`config.mk`:
```
export PLATFORM = sky130hd
export DESIGN_NAME = adder_result_accumulator
export DESIGN_NICKNAME = d
export VERILOG_FILES = /design/src/rtl/adder_acc_pkg.sv /design/src/rtl/acc_add_sat.sv /design/src/rtl/adder_result_accumulator.sv
export SDC_FILE = /design/constraint.sdc
export NUM_CORES = 1
export LEC_CHECK = 0
export ABC_AREA = 0
export CAP_MARGIN = 20
export CELL_PAD_IN_SITES_DETAIL_PLACEMENT = 0
export CELL_PAD_IN_SITES_GLOBAL_PLACEMENT = 2
export CORE_AREA = 2 2 82 84
export CTS_BUF_LIST = sky130_fd_sc_hd__clkbuf_8 sky130_fd_sc_hd__clkbuf_16
export DETAILED_ROUTE_END_ITERATION = 16
export DIE_AREA = 0 0 84 86
export PLACE_DENSITY = 0.91
export SYNTH_ARGS = -nofsm -noshare
export SYNTH_HDL_FRONTEND = slang
export SYNTH_SLANG_ARGS = --single-unit
export TNS_END_PERCENT = 1
```
`constraint.sdc`:
```
create_clock -name clk -period 4 [get_ports clk]
set_input_delay 0.8 -clock clk [delete_from_list [all_inputs] [get_ports clk]]
set_output_delay 0.8 -clock clk [all_outputs]
set_load 0.01 [all_outputs]
```
`src/rtl/adder_acc_pkg.sv`:
```
// adder_acc_pkg
//   Shared types and defaults for the adder result accumulator.
//   - state_t      : accumulator FSM state (IDLE, ACCUM, HOLD), 2 bits.
//   - DEF_*        : default widths for the accumulator parameters.
//   - max1()       : maps a burst length of 0 to 1.
package adder_acc_pkg;

  typedef enum logic [1:0] {
    IDLE  = 2'd0,
    ACCUM = 2'd1,
    HOLD  = 2'd2
  } state_t;

  localparam int DEF_IN_W   = 8;
  localparam int DEF_CNT_W  = 4;
  localparam int DEF_ACC_W  = 12;
  localparam int DEF_DROP_W = 8;

  // A programmed length of 0 still means "one beat".
  function automatic int unsigned max1(input int unsigned len);
    return (len == 0) ? 1 : len;
  endfunction

endpackage

```
`src/rtl/acc_add_sat.sv`:
```
// acc_add_sat
//   Combinational W-bit unsigned adder with carry-out reported as ovf.
//   Build option ADDER_ACC_SATURATE_EN: when defined, an overflowing sum
//   clamps to all-ones; otherwise it wraps modulo 2^W.
// Ports:
//   a, b : addends (W bits, unsigned)
//   sum  : result (wrapped or clamped)
//   ovf  : carry out of bit W-1
module acc_add_sat #(
  parameter int W = 12
) (
  input  logic [W-1:0] a,
  input  logic [W-1:0] b,
  output logic [W-1:0] sum,
  output logic         ovf
);

  logic [W:0] full;

  // NOTE: every output of a combinational block is assigned on every path,
  // otherwise synthesis infers a latch to hold the old value.
  always_comb begin
    full = {1'b0, a} + {1'b0, b};
    ovf  = full[W];
`ifdef ADDER_ACC_SATURATE_EN
    // Once clamped, further non-zero adds keep overflowing and re-clamp,
    // so the total stays pinned at all-ones for the rest of the burst.
    sum  = ovf ? '1 : full[W-1:0];
`else
    sum  = full[W-1:0];
`endif
  end

endmodule

```
`src/rtl/adder_result_accumulator.sv`:
```
// adder_result_accumulator
//   Sums programmable-length bursts of adder results and presents each
//   burst total on a valid/ready output with a sticky overflow flag.
//   Results arriving while a total is stalled are dropped and counted.
//   Build option ADDER_ACC_SATURATE_EN selects a clamping accumulator
//   (see acc_add_sat); default is wrap-around.
// Ports:
//   clk, reset          : clock, asynchronous active-low reset
//   in_valid, in_data   : adder result stream (no back-pressure)
//   burst_len           : beats per burst, sampled on the first beat (0 -> 1)
//   out_valid/out_ready : burst total handshake
//   out_sum, out_count  : burst total and beat count (0 while !out_valid)
//   out_ovf             : a carry out of ACC_W occurred during the burst
//   drop_cnt            : saturating count of dropped results
//   busy                : FSM not in IDLE
// ACC_W must be >= IN_W.
module adder_result_accumulator
  import adder_acc_pkg::*;
#(
  parameter int IN_W   = DEF_IN_W,
  parameter int CNT_W  = DEF_CNT_W,
  parameter int ACC_W  = DEF_ACC_W,
  parameter int DROP_W = DEF_DROP_W
) (
  input  logic              clk,
  input  logic              reset,
  input  logic              in_valid,
  input  logic [IN_W-1:0]   in_data,
  input  logic [CNT_W-1:0]  burst_len,
  output logic              out_valid,
  input  logic              out_ready,
  output logic [ACC_W-1:0]  out_sum,
  output logic [CNT_W-1:0]  out_count,
  output logic              out_ovf,
  output logic [DROP_W-1:0] drop_cnt,
  output logic              busy
);

  state_t             state;
  logic [ACC_W-1:0]   acc;
  logic [CNT_W-1:0]   cnt;
  logic [CNT_W-1:0]   len_q;
  logic               ovf;
  logic               valid_q;

  logic [ACC_W-1:0]   add_sum;
  logic               add_ovf;
  logic [CNT_W-1:0]   start_len;
  logic [CNT_W-1:0]   cnt_next;
  logic               handshake;
  logic               start;

  acc_add_sat #(.W(ACC_W)) u_add (
    .a   (acc),
    .b   (ACC_W'(in_data)),
    .sum (add_sum),
    .ovf (add_ovf)
  );

  assign start_len = CNT_W'(max1(32'(burst_len)));
  assign cnt_next  = cnt + CNT_W'(1);
  assign handshake = valid_q & out_ready;
  // A beat starts a new burst from IDLE, or in HOLD when the total is
  // accepted in the same cycle (no bubble between bursts).
  assign start     = in_valid & ((state == IDLE) | ((state == HOLD) & handshake));

  // NOTE: sequential state uses non-blocking assignments so every register
  // samples the pre-edge values, independent of statement order.
  always_ff @(posedge clk or negedge reset) begin
    if (!reset) begin
      state    <= IDLE;
      acc      <= '0;
      cnt      <= '0;
      len_q    <= '0;
      ovf      <= 1'b0;
      valid_q  <= 1'b0;
      drop_cnt <= '0;
    end else if (start) begin
      acc     <= ACC_W'(in_data);
      cnt     <= CNT_W'(1);
      len_q   <= start_len;
      ovf     <= 1'b0;
      state   <= (start_len == CNT_W'(1)) ? HOLD : ACCUM;
      valid_q <= (start_len == CNT_W'(1));
    end else begin
      case (state)
        ACCUM: begin
          if (in_valid) begin
            acc <= add_sum;
            ovf <= ovf | add_ovf;
            cnt <= cnt_next;
            if (cnt_next == len_q) begin
              state   <= HOLD;
              valid_q <= 1'b1;
            end
          end
        end
        HOLD: begin
          if (handshake) begin
            state   <= IDLE;
            valid_q <= 1'b0;
          end else if (in_valid && (drop_cnt != '1)) begin
            drop_cnt <= drop_cnt + DROP_W'(1);
          end
        end
        IDLE:    ;
        default: begin
          state   <= IDLE;
          valid_q <= 1'b0;
        end
      endcase
    end
  end

  assign out_valid = valid_q;
  assign out_sum   = valid_q ? acc : '0;
  assign out_count = valid_q ? cnt : '0;
  assign out_ovf   = valid_q & ovf;
  assign busy      = (state != IDLE);

endmodule

```
==> results of run 1 <==
-- final cells by class --
cell class | instances | area share
Clock inverter | 3 | 0.00490
Inverter | 4 | 0.00588
Clock buffer | 5 | 0.0269
Sequential cell | 31 | 0.304
Tap cell | 77 | 0.0377
Timing Repair Buffer | 43 | 0.167
Multi-Input combinational cell | 172 | 0.453
-- logic make-up (layout without fill, tap and decap cells) --
group	Yosys count	count (layout)
simple gates	88	88
compound gates	52	52
flops	31	31
xor+xnor	21	21
buf+inv	14	55
fa+ha+maj	11	11
-- cells in the final DEF (no fill, tap or decap), types with 3 or more instances in the layout --
cell type and count:
nor2_1 16, dfrtp_1 31, clkdlybuf4s50_1 42, and2_1 17, a21oi_1 13, ha_1 10
clkbuf_8 5, nand2_1 28, nand4_1 4, xnor2_1 7, xor2_1 14, nand3_1 6
a21o_1 3, nor3_1 5, o21ai_0 12, inv_1 6
-- report_power, final --
| part | switching, uW | leakage, uW | internal (uW) |
|---|---|---|---|
| sequential | 131 | 0.000398 | 415 |
| clock | 119 | 0.0000505 | 117 |
| combinational | 407 | 0.000648 | 384 |
| total | 658 | 0.00110 | 916 |
-- path summary, 6_finish.rpt --
kind	from	slack, ns	cells after the start	end
max in group asynchronous	reset	2.78	2	cnt[1]$_DFFE_PN0P_
max	state[1]$_DFFE_PN0P_	1.23	2	out_sum[3]
min in group asynchronous	reset	0.92	2	acc[2]$_DFFE_PN0P_
min reg2reg	drop_cnt[6]$_DFFE_PN0P_	0.50	1	drop_cnt[6]$_DFFE_PN0P_
max reg2reg	state[1]$_DFFE_PN0P_	1.73	5	state[1]$_DFFE_PN0P_
min	drop_cnt[6]$_DFFE_PN0P_	0.50	1	drop_cnt[6]$_DFFE_PN0P_
-- critical path, stage by stage, from the launching register on --
cell and delay (ns):
dfrtp_1 0.89, and2_1 0.25, clkdlybuf4s50_1 0.55
-- sequential cells by signal (all words and copies together) (netlist names) --
signal	count
acc	12
drop_cnt	8
cnt	4
len_q	4
state	2
ovf	1
-- Yosys cell counts, types with 3 or more instances --
cell type  instances
nor3_1             5
a21oi_1           13
xor2_1            14
nand4_1            4
buf_2              3
nand3_1            6
xnor2_1            7
ha_1              10
nor2_1            16
inv_1              4
o21ai_0           12
nand2_1           28
clkbuf_1           3
a21o_1             3
dfrtp_1           31
and2_1            17
-- metrics by stage --
stage                     setup slack [ns]  std cells  power (uW)
after global placement                1.02        327        1340
after CTS                             1.20        335        1590
final                                 1.23        335        1570
after detailed placement             0.951        327        1350
after floorplan                       1.64        217        1120
after global routing                  1.06        335        1720
-- routing by layer --
layer,global-route usage,part of all wire,up-vias
met5,0,0,-
met4,0.0396,0.0097,0
met3,0.0279,0.030,6
met2,0.239,0.48,33
met1,0.195,0.48,783
li1,-,-,838
==> flow_summary.rst, run 1 <==
.. list-table::
   :header-rows: 1

   * - Metric
     - Value
   * - Synthesized netlist net count
     - 244
   * - Top cell type by total area after synthesis
     - dfrtp_1
   * - Status
     - completed
   * - Detailed-route wire length per cell
     - 14.5 um
   * - Worst endpoint data arrival time
     - 1.97 ns
   * - First-pass iteration count of the detailed router
     - 4
   * - DR DRC count
     - 0
   * - DRT Wirelength
     - 4850 um
   * - Antenna violations before repair
     - 0
   * - Xor/xnor cell area share of the yosys netlist
     - 0.0915
   * - Final Cycle Share
     - 0.693
   * - Overall Global Routing Usage
     - 0.144
   * - Primary flip-flop cell chosen by synthesis mapping
     - dfrtp_1
   * - Number of antenna cells inserted
     - 0
   * - Clock buffers created by TritonCTS
     - 5
   * - Synth top area share
     - 0.386
   * - Total Neg Setup Slack
     - 0 ns
   * - EDFF count, synth
     - 0
   * - RSZ-0062 raised after global routing
     - false
   * - # port buffers
     - 42
   * - Startpoint class of the critical path
     - flop
   * - Post-detailed-route via-to-cell ratio
     - 4.96
   * - Wire length of the first global-routing pass
     - 8450 um
   * - Worst Hold Class
     - flop to flop
   * - Total setup buffers inserted after CTS
     - 0
   * - Setup Skew
     - 0.00749 ns
   * - CTS Hold Buffers Added
     - 0
   * - Time the final worst path needs with I/O delays and setup
     - 2.77 ns
   * - Share of final-layout standard cells stronger than drive strength 1
     - 0.0853
   * - H-tree level count
     - 2
   * - Horizontal die dimension
     - 84 um
   * - Detailed Route Iter0 Violations
     - 54
   * - Site Rows
     - 29
   * - Synthesized instance count
     - 217
   * - Crit path kind
     - flop to primary output
   * - Largest net degree at the start of global routing
     - 32
   * - Half-perimeter wire length after placement
     - 3450 um
   * - Max-slew violation count
     - 0
   * - Floorplan die height
     - 86 um
   * - Fraction of the mapped netlist area in compound gates
     - 0.180
   * - Clock input transition at the sequential cells of the worst setup and hold paths
     - 0.06 ns
   * - Starting utilization of the core area
     - 0.320
   * - Post-synthesis share of cell area spent on and, or, nand and nor gates
     - 0.232
   * - Final antenna-violating net count
     - 0
   * - Relative area change from synthesis to final layout
     - 27.1%
   * - Portion of netlist area occupied by mux cells
     - 0
   * - Fraction of the core area covered by cells at the end of the flow
     - 0.407
   * - CP Data Required Time
     - 3.20 ns
   * - Adder and majority cell fraction of the synthesized area
     - 0.0722
   * - Post-synthesis async set-or-reset flop share
     - 1.00
   * - Final-layout fill cell count
     - 652
   * - Post-Place Cell Area
     - 2470 sq um
   * - Mean area per synthesized cell
     - 9.27 sq um
   * - Placer's final routability congestion estimate
     - 0.784
   * - Final setup fails
     - 0
   * - Cell area after layout
     - 2550 sq um
   * - Kind of end point of the critical path
     - primary output
   * - Cells taking the most area after synthesis
     - dfrtp_1 39%, ha_1 6.2%, xor2_1 6.1%, and2_1 5.3%, nand2_1 5.2%
   * - IR drop worst, VDD
     - 0.225 mV
   * - Root Driver
     - clkbuf_8
   * - Floorplan die area
     - 7220 sq um
   * - Transition at the pin with the smallest max-transition slack
     - 0.909 ns
   * - Worst hold slack
     - 0.496 ns
   * - P_leak
     - 0.00110 uW
   * - Slew margin rel.
     - 0.393
   * - Count of instances resized after the clock tree is built
     - 0
   * - Area used by multi-input combinational logic
     - 1160 sq um
   * - Detailed-route via count
     - 1,660
   * - Std-Cell Core Area
     - 6280 sq um
   * - Number of nets in the finished design
     - 284
   * - Seq/Total Area, Yosys
     - 0.386
   * - Largest fanout of any net on the critical path
     - 28
   * - Number of maximum-capacitance violations
     - 0
   * - Power density over cell area
     - 616 nW/um^2
   * - Maximum clock path buffer count
     - 2
   * - Main combinational cell family by area after synthesis
     - simple AND/OR/NAND/NOR gates
   * - Netlist Area Pre-Place
     - 2010 sq um
   * - Final Hold Violating Endpoints
     - 0
   * - Number of warnings reported in the yosys synthesis log
     - 0
   * - Clock Latency Late Sink
     - 0.28 ns
   * - Count of state elements after synthesis
     - 31
   * - TritonCTS clock tree
     - yes
   * - Number of ports placed on the die boundary
     - 43
   * - Seq. cell area
     - 776 sq um
   * - Number of sinks driven by the clock tree
     - 31
   * - Fmax
     - 0.361 GHz
   * - Unique masters post-synth
     - 49
   * - Number of global-route vias before repair
     - 1,715
   * - Congestion Overflow GR
     - 0
No activity file was read; power rests on OpenSTA's default activity.
==> run 2, diff against run 1 <==
CORE_AREA = 2 2 84 86   (was 2 2 82 84)
DIE_AREA = 0 0 86 88   (was 0 0 84 86)
PLACE_DENSITY = 0.88   (was 0.91)
clock period = 2.7 ns   (was 4 ns; I/O delays follow)
==> run 2 against run 1 <==
  * Register-to-register slack worse by 1.0 ns
  * Worst setup slack lost 0.93 ns
  * Core utilization fell by 1.5 points
  * Die area is 4.8% higher
  * Wire length shrank 2.1%
  * Cell count up 2.1%
  * First-iteration DRC count increased by 19%
  * Clock power up 56%
  * Critical path type is now primary input to flop
  * Largest power group unchanged
==> flow_summary.rst, run 2 (same netlist as run 1, synthesis figures left out) <==
.. list-table::
   :header-rows: 1

   * - Metric
     - Value
   * - Power density over cell area
     - 917 nW/um^2 (+49%)
   * - Worst Hold Class
     - flop to flop
   * - Final setup fails
     - 0 (unchanged)
   * - Internal power component
     - 1420 uW (+55%)
   * - Std-Cell Core Area
     - 6640 sq um (+5.8%)
   * - Time the final worst path needs with I/O delays and setup
     - 2.40 ns
   * - Share of total power consumed by net switching
     - 0.406 (-0.0119)
   * - Number of global-route vias before repair
     - 1,563 (-8.9%)
   * - Status
     - completed
   * - Site Rows
     - 30 (+3.4%)
   * - Total setup buffers inserted after CTS
     - 0 (unchanged)
   * - Final Hold Violating Endpoints
     - 0 (unchanged)
   * - CTS Hold Buffers Added
     - 0 (unchanged)
   * - Number of sinks driven by the clock tree
     - 31 (unchanged)
   * - Congestion Overflow GR
     - 0 (unchanged)
   * - Slew margin rel.
     - 0.567 (+0.174)
   * - Max-slew violation count
     - 0 (unchanged)
   * - Final antenna-violating net count
     - 0 (unchanged)
   * - Maximum clock path buffer count
     - 2 (unchanged)
   * - Count of instances resized after the clock tree is built
     - 0 (unchanged)
   * - Number of nets in the finished design
     - 289 (+1.8%)
   * - Share of final-layout standard cells stronger than drive strength 1
     - 0.107 (+0.0216)
   * - DRT Wirelength
     - 4750 um (-2.1%)
   * - Antenna violations before repair
     - 0 (unchanged)
   * - RSZ-0062 raised after global routing
     - false
   * - Floorplan die height
     - 88 um (+2.3%)
   * - Portion of total power attributed to sequential cells
     - 0.335 (-0.012)
   * - Fraction of power consumed by the clock network
     - 0.154 (+0.004)
   * - Reg2reg path depth
     - 8 (+3)
   * - Regs by FF count
     - acc (12), drop_cnt (8)
   * - Clock buffers created by TritonCTS
     - 5 (unchanged)
   * - Largest register FFs
     - 12 (unchanged)
   * - Starting utilization of the core area
     - 0.303 (-0.0177)
   * - CP Data Required Time
     - 2.90 ns (-0.30 ns)
   * - Crit path kind
     - primary input to flop
   * - Setup Skew
     - 0.00762 ns (+0.000133 ns)
   * - Post-detailed-route via-to-cell ratio
     - 4.77 (-3.8%)
   * - Flop-to-flop setup slack
     - 0.69 ns (-1.04 ns)
   * - Combinational power share
     - 0.511 (+0.008)
   * - Net switching power figure
     - 969 uW (+47%)
   * - Worst endpoint data arrival time
     - 2.60 ns (+0.63 ns)
   * - Kind of end point of the critical path
     - flop
   * - Min setup slack post-route
     - 0.300 ns (-0.927 ns)
   * - DR DRC count
     - 0 (unchanged)
   * - Number of antenna cells inserted
     - 0 (unchanged)
   * - Most common cell after layout, fill and taps aside
     - clkdlybuf4s50_1
   * - Root Driver
     - clkbuf_8
   * - Detailed Route Iter0 Violations
     - 64 (+19%)
   * - Detailed-route wire length per cell
     - 13.9 um (-4.1%)
   * - Horizontal die dimension
     - 86 um (+2.4%)
   * - Fmax
     - 0.417 GHz
   * - Half-perimeter wire length after placement
     - 3490 um (+1.2%)
   * - P_leak
     - 0.00112 uW (+2.0%)
   * - Most used cells in the layout excluding fill and tap cells
     - 42 x clkdlybuf4s50_1, 31 x dfrtp_1, 28 x nand2_1, 17 x and2_1, 16 x nor2_1
   * - Clock input transition at the sequential cells of the worst setup and hold paths
     - 0.06 ns (about the same)
   * - Total Neg Setup Slack
     - 0 ns (unchanged)
   * - Number of maximum-capacitance violations
     - 0 (unchanged)
   * - Largest net degree at the start of global routing
     - 32 (unchanged)
   * - IR drop worst, VDD
     - 0.397 mV (+76%)
   * - Register with the most flip-flops
     - acc
   * - Detailed-route via count
     - 1,631 (-1.7%)
   * - # port buffers
     - 42 (unchanged)
   * - Overall Global Routing Usage
     - 0.136 (-0.00859)
   * - Pre-CTS setup slack
     - 0.0160 ns (-0.935 ns)
   * - Floorplan die area
     - 7570 sq um (+4.8%)
   * - Startpoint class of the critical path
     - primary input
   * - Wire length of the first global-routing pass
     - 8020 um (-5.1%)
   * - Largest fanout of any net on the critical path
     - 5 (-82%)
   * - Number of ports placed on the die boundary
     - 43 (unchanged)
   * - First-pass iteration count of the detailed router
     - 4 (unchanged)
   * - TritonCTS clock tree
     - yes
   * - Cells on Worst Hold Path
     - 1 (unchanged)
   * - Clock Latency Late Sink
     - 0.28 ns (about the same)
   * - Placer's final routability congestion estimate
     - 0.790 (+0.71%)
   * - Final Cycle Share
     - 0.889
   * - Relative area change from synthesis to final layout
     - 29.4%
   * - Transition at the pin with the smallest max-transition slack
     - 0.650 ns (-0.260 ns)
   * - H-tree level count
     - 2 (unchanged)
[run 2: cell count changes in the layout (fill, tap and decap cells not counted)]
cell | before | now
buf_4 | 1 | 6
clkbuf_8 | 5 | 6
inv_1 | 6 | 4
[run 2: path summary, 6_finish.rpt]
check | from | to
worst max-delay path | in_data[0] | acc[10]$_DFFE_PN0P_
worst min-delay path | drop_cnt[7]$_DFFE_PN0P_ | drop_cnt[7]$_DFFE_PN0P_
worst max register to register | acc[0]$_DFFE_PN0P_ | acc[10]$_DFFE_PN0P_
worst min register to register | drop_cnt[7]$_DFFE_PN0P_ | drop_cnt[7]$_DFFE_PN0P_
max in group asynchronous | reset | acc[0]$_DFFE_PN0P_
min in group asynchronous | reset | cnt[0]$_DFFE_PN0P_
[run 2: worst max-delay path, cell delays in order]
cell	delay, ns
clkdlybuf4s50_1	0.50
ha_1	0.19
inv_1	0.06
fa_1	0.39
nand2b_1	0.17
a21oi_2	0.16
a21oi_2	0.09
or3_1	0.34
a21oi_1	0.15
[run 2: metal layers]
metal,share of wire,vias to the layer above,global-route usage
met5,0,-,0
met4,0.012,0,0.0433
met3,0.038,5,0.0311
met2,0.45,25,0.207
met1,0.51,757,0.191
li1,-,844,-
[run 2: cell type report]
class	count	area [sq um]
fill	661	4040
multi-input combinational	172	1160
sequential	31	776
timing repair buffer	48	465
tap	80	100
clock buffer	6	82.6
inverter	4	15.0
clock inverter	1	5.00
[run 2: metrics by stage]
step / utilization / power [uW] / cell area [sq um] / hold slack, ns / cells
floorplan: - / 1660 / 2010 / 0.244 / 217
CTS: 0.392 / 2410 / 2600 / 0.502 / 342
detailed placement: 0.379 / 2030 / 2510 / 0.479 / 335
finish: 0.392 / 2390 / 2600 / 0.497 / 342
global route: 0.392 / 2620 / 2600 / 0.523 / 342
global placement: 0.379 / 2020 / 2510 / 0.485 / 335
[run 2: power groups by stage]
stage	combinational (uW)	clock [uW]	sequential, uW
2_1_floorplan	927	0	728
3_3_place_gp	1210	0	809
3_5_place_dp	1220	0	809
4_1_cts	1230	380	801
5_1_grt	1380	403	837
6_report	1220	367	800
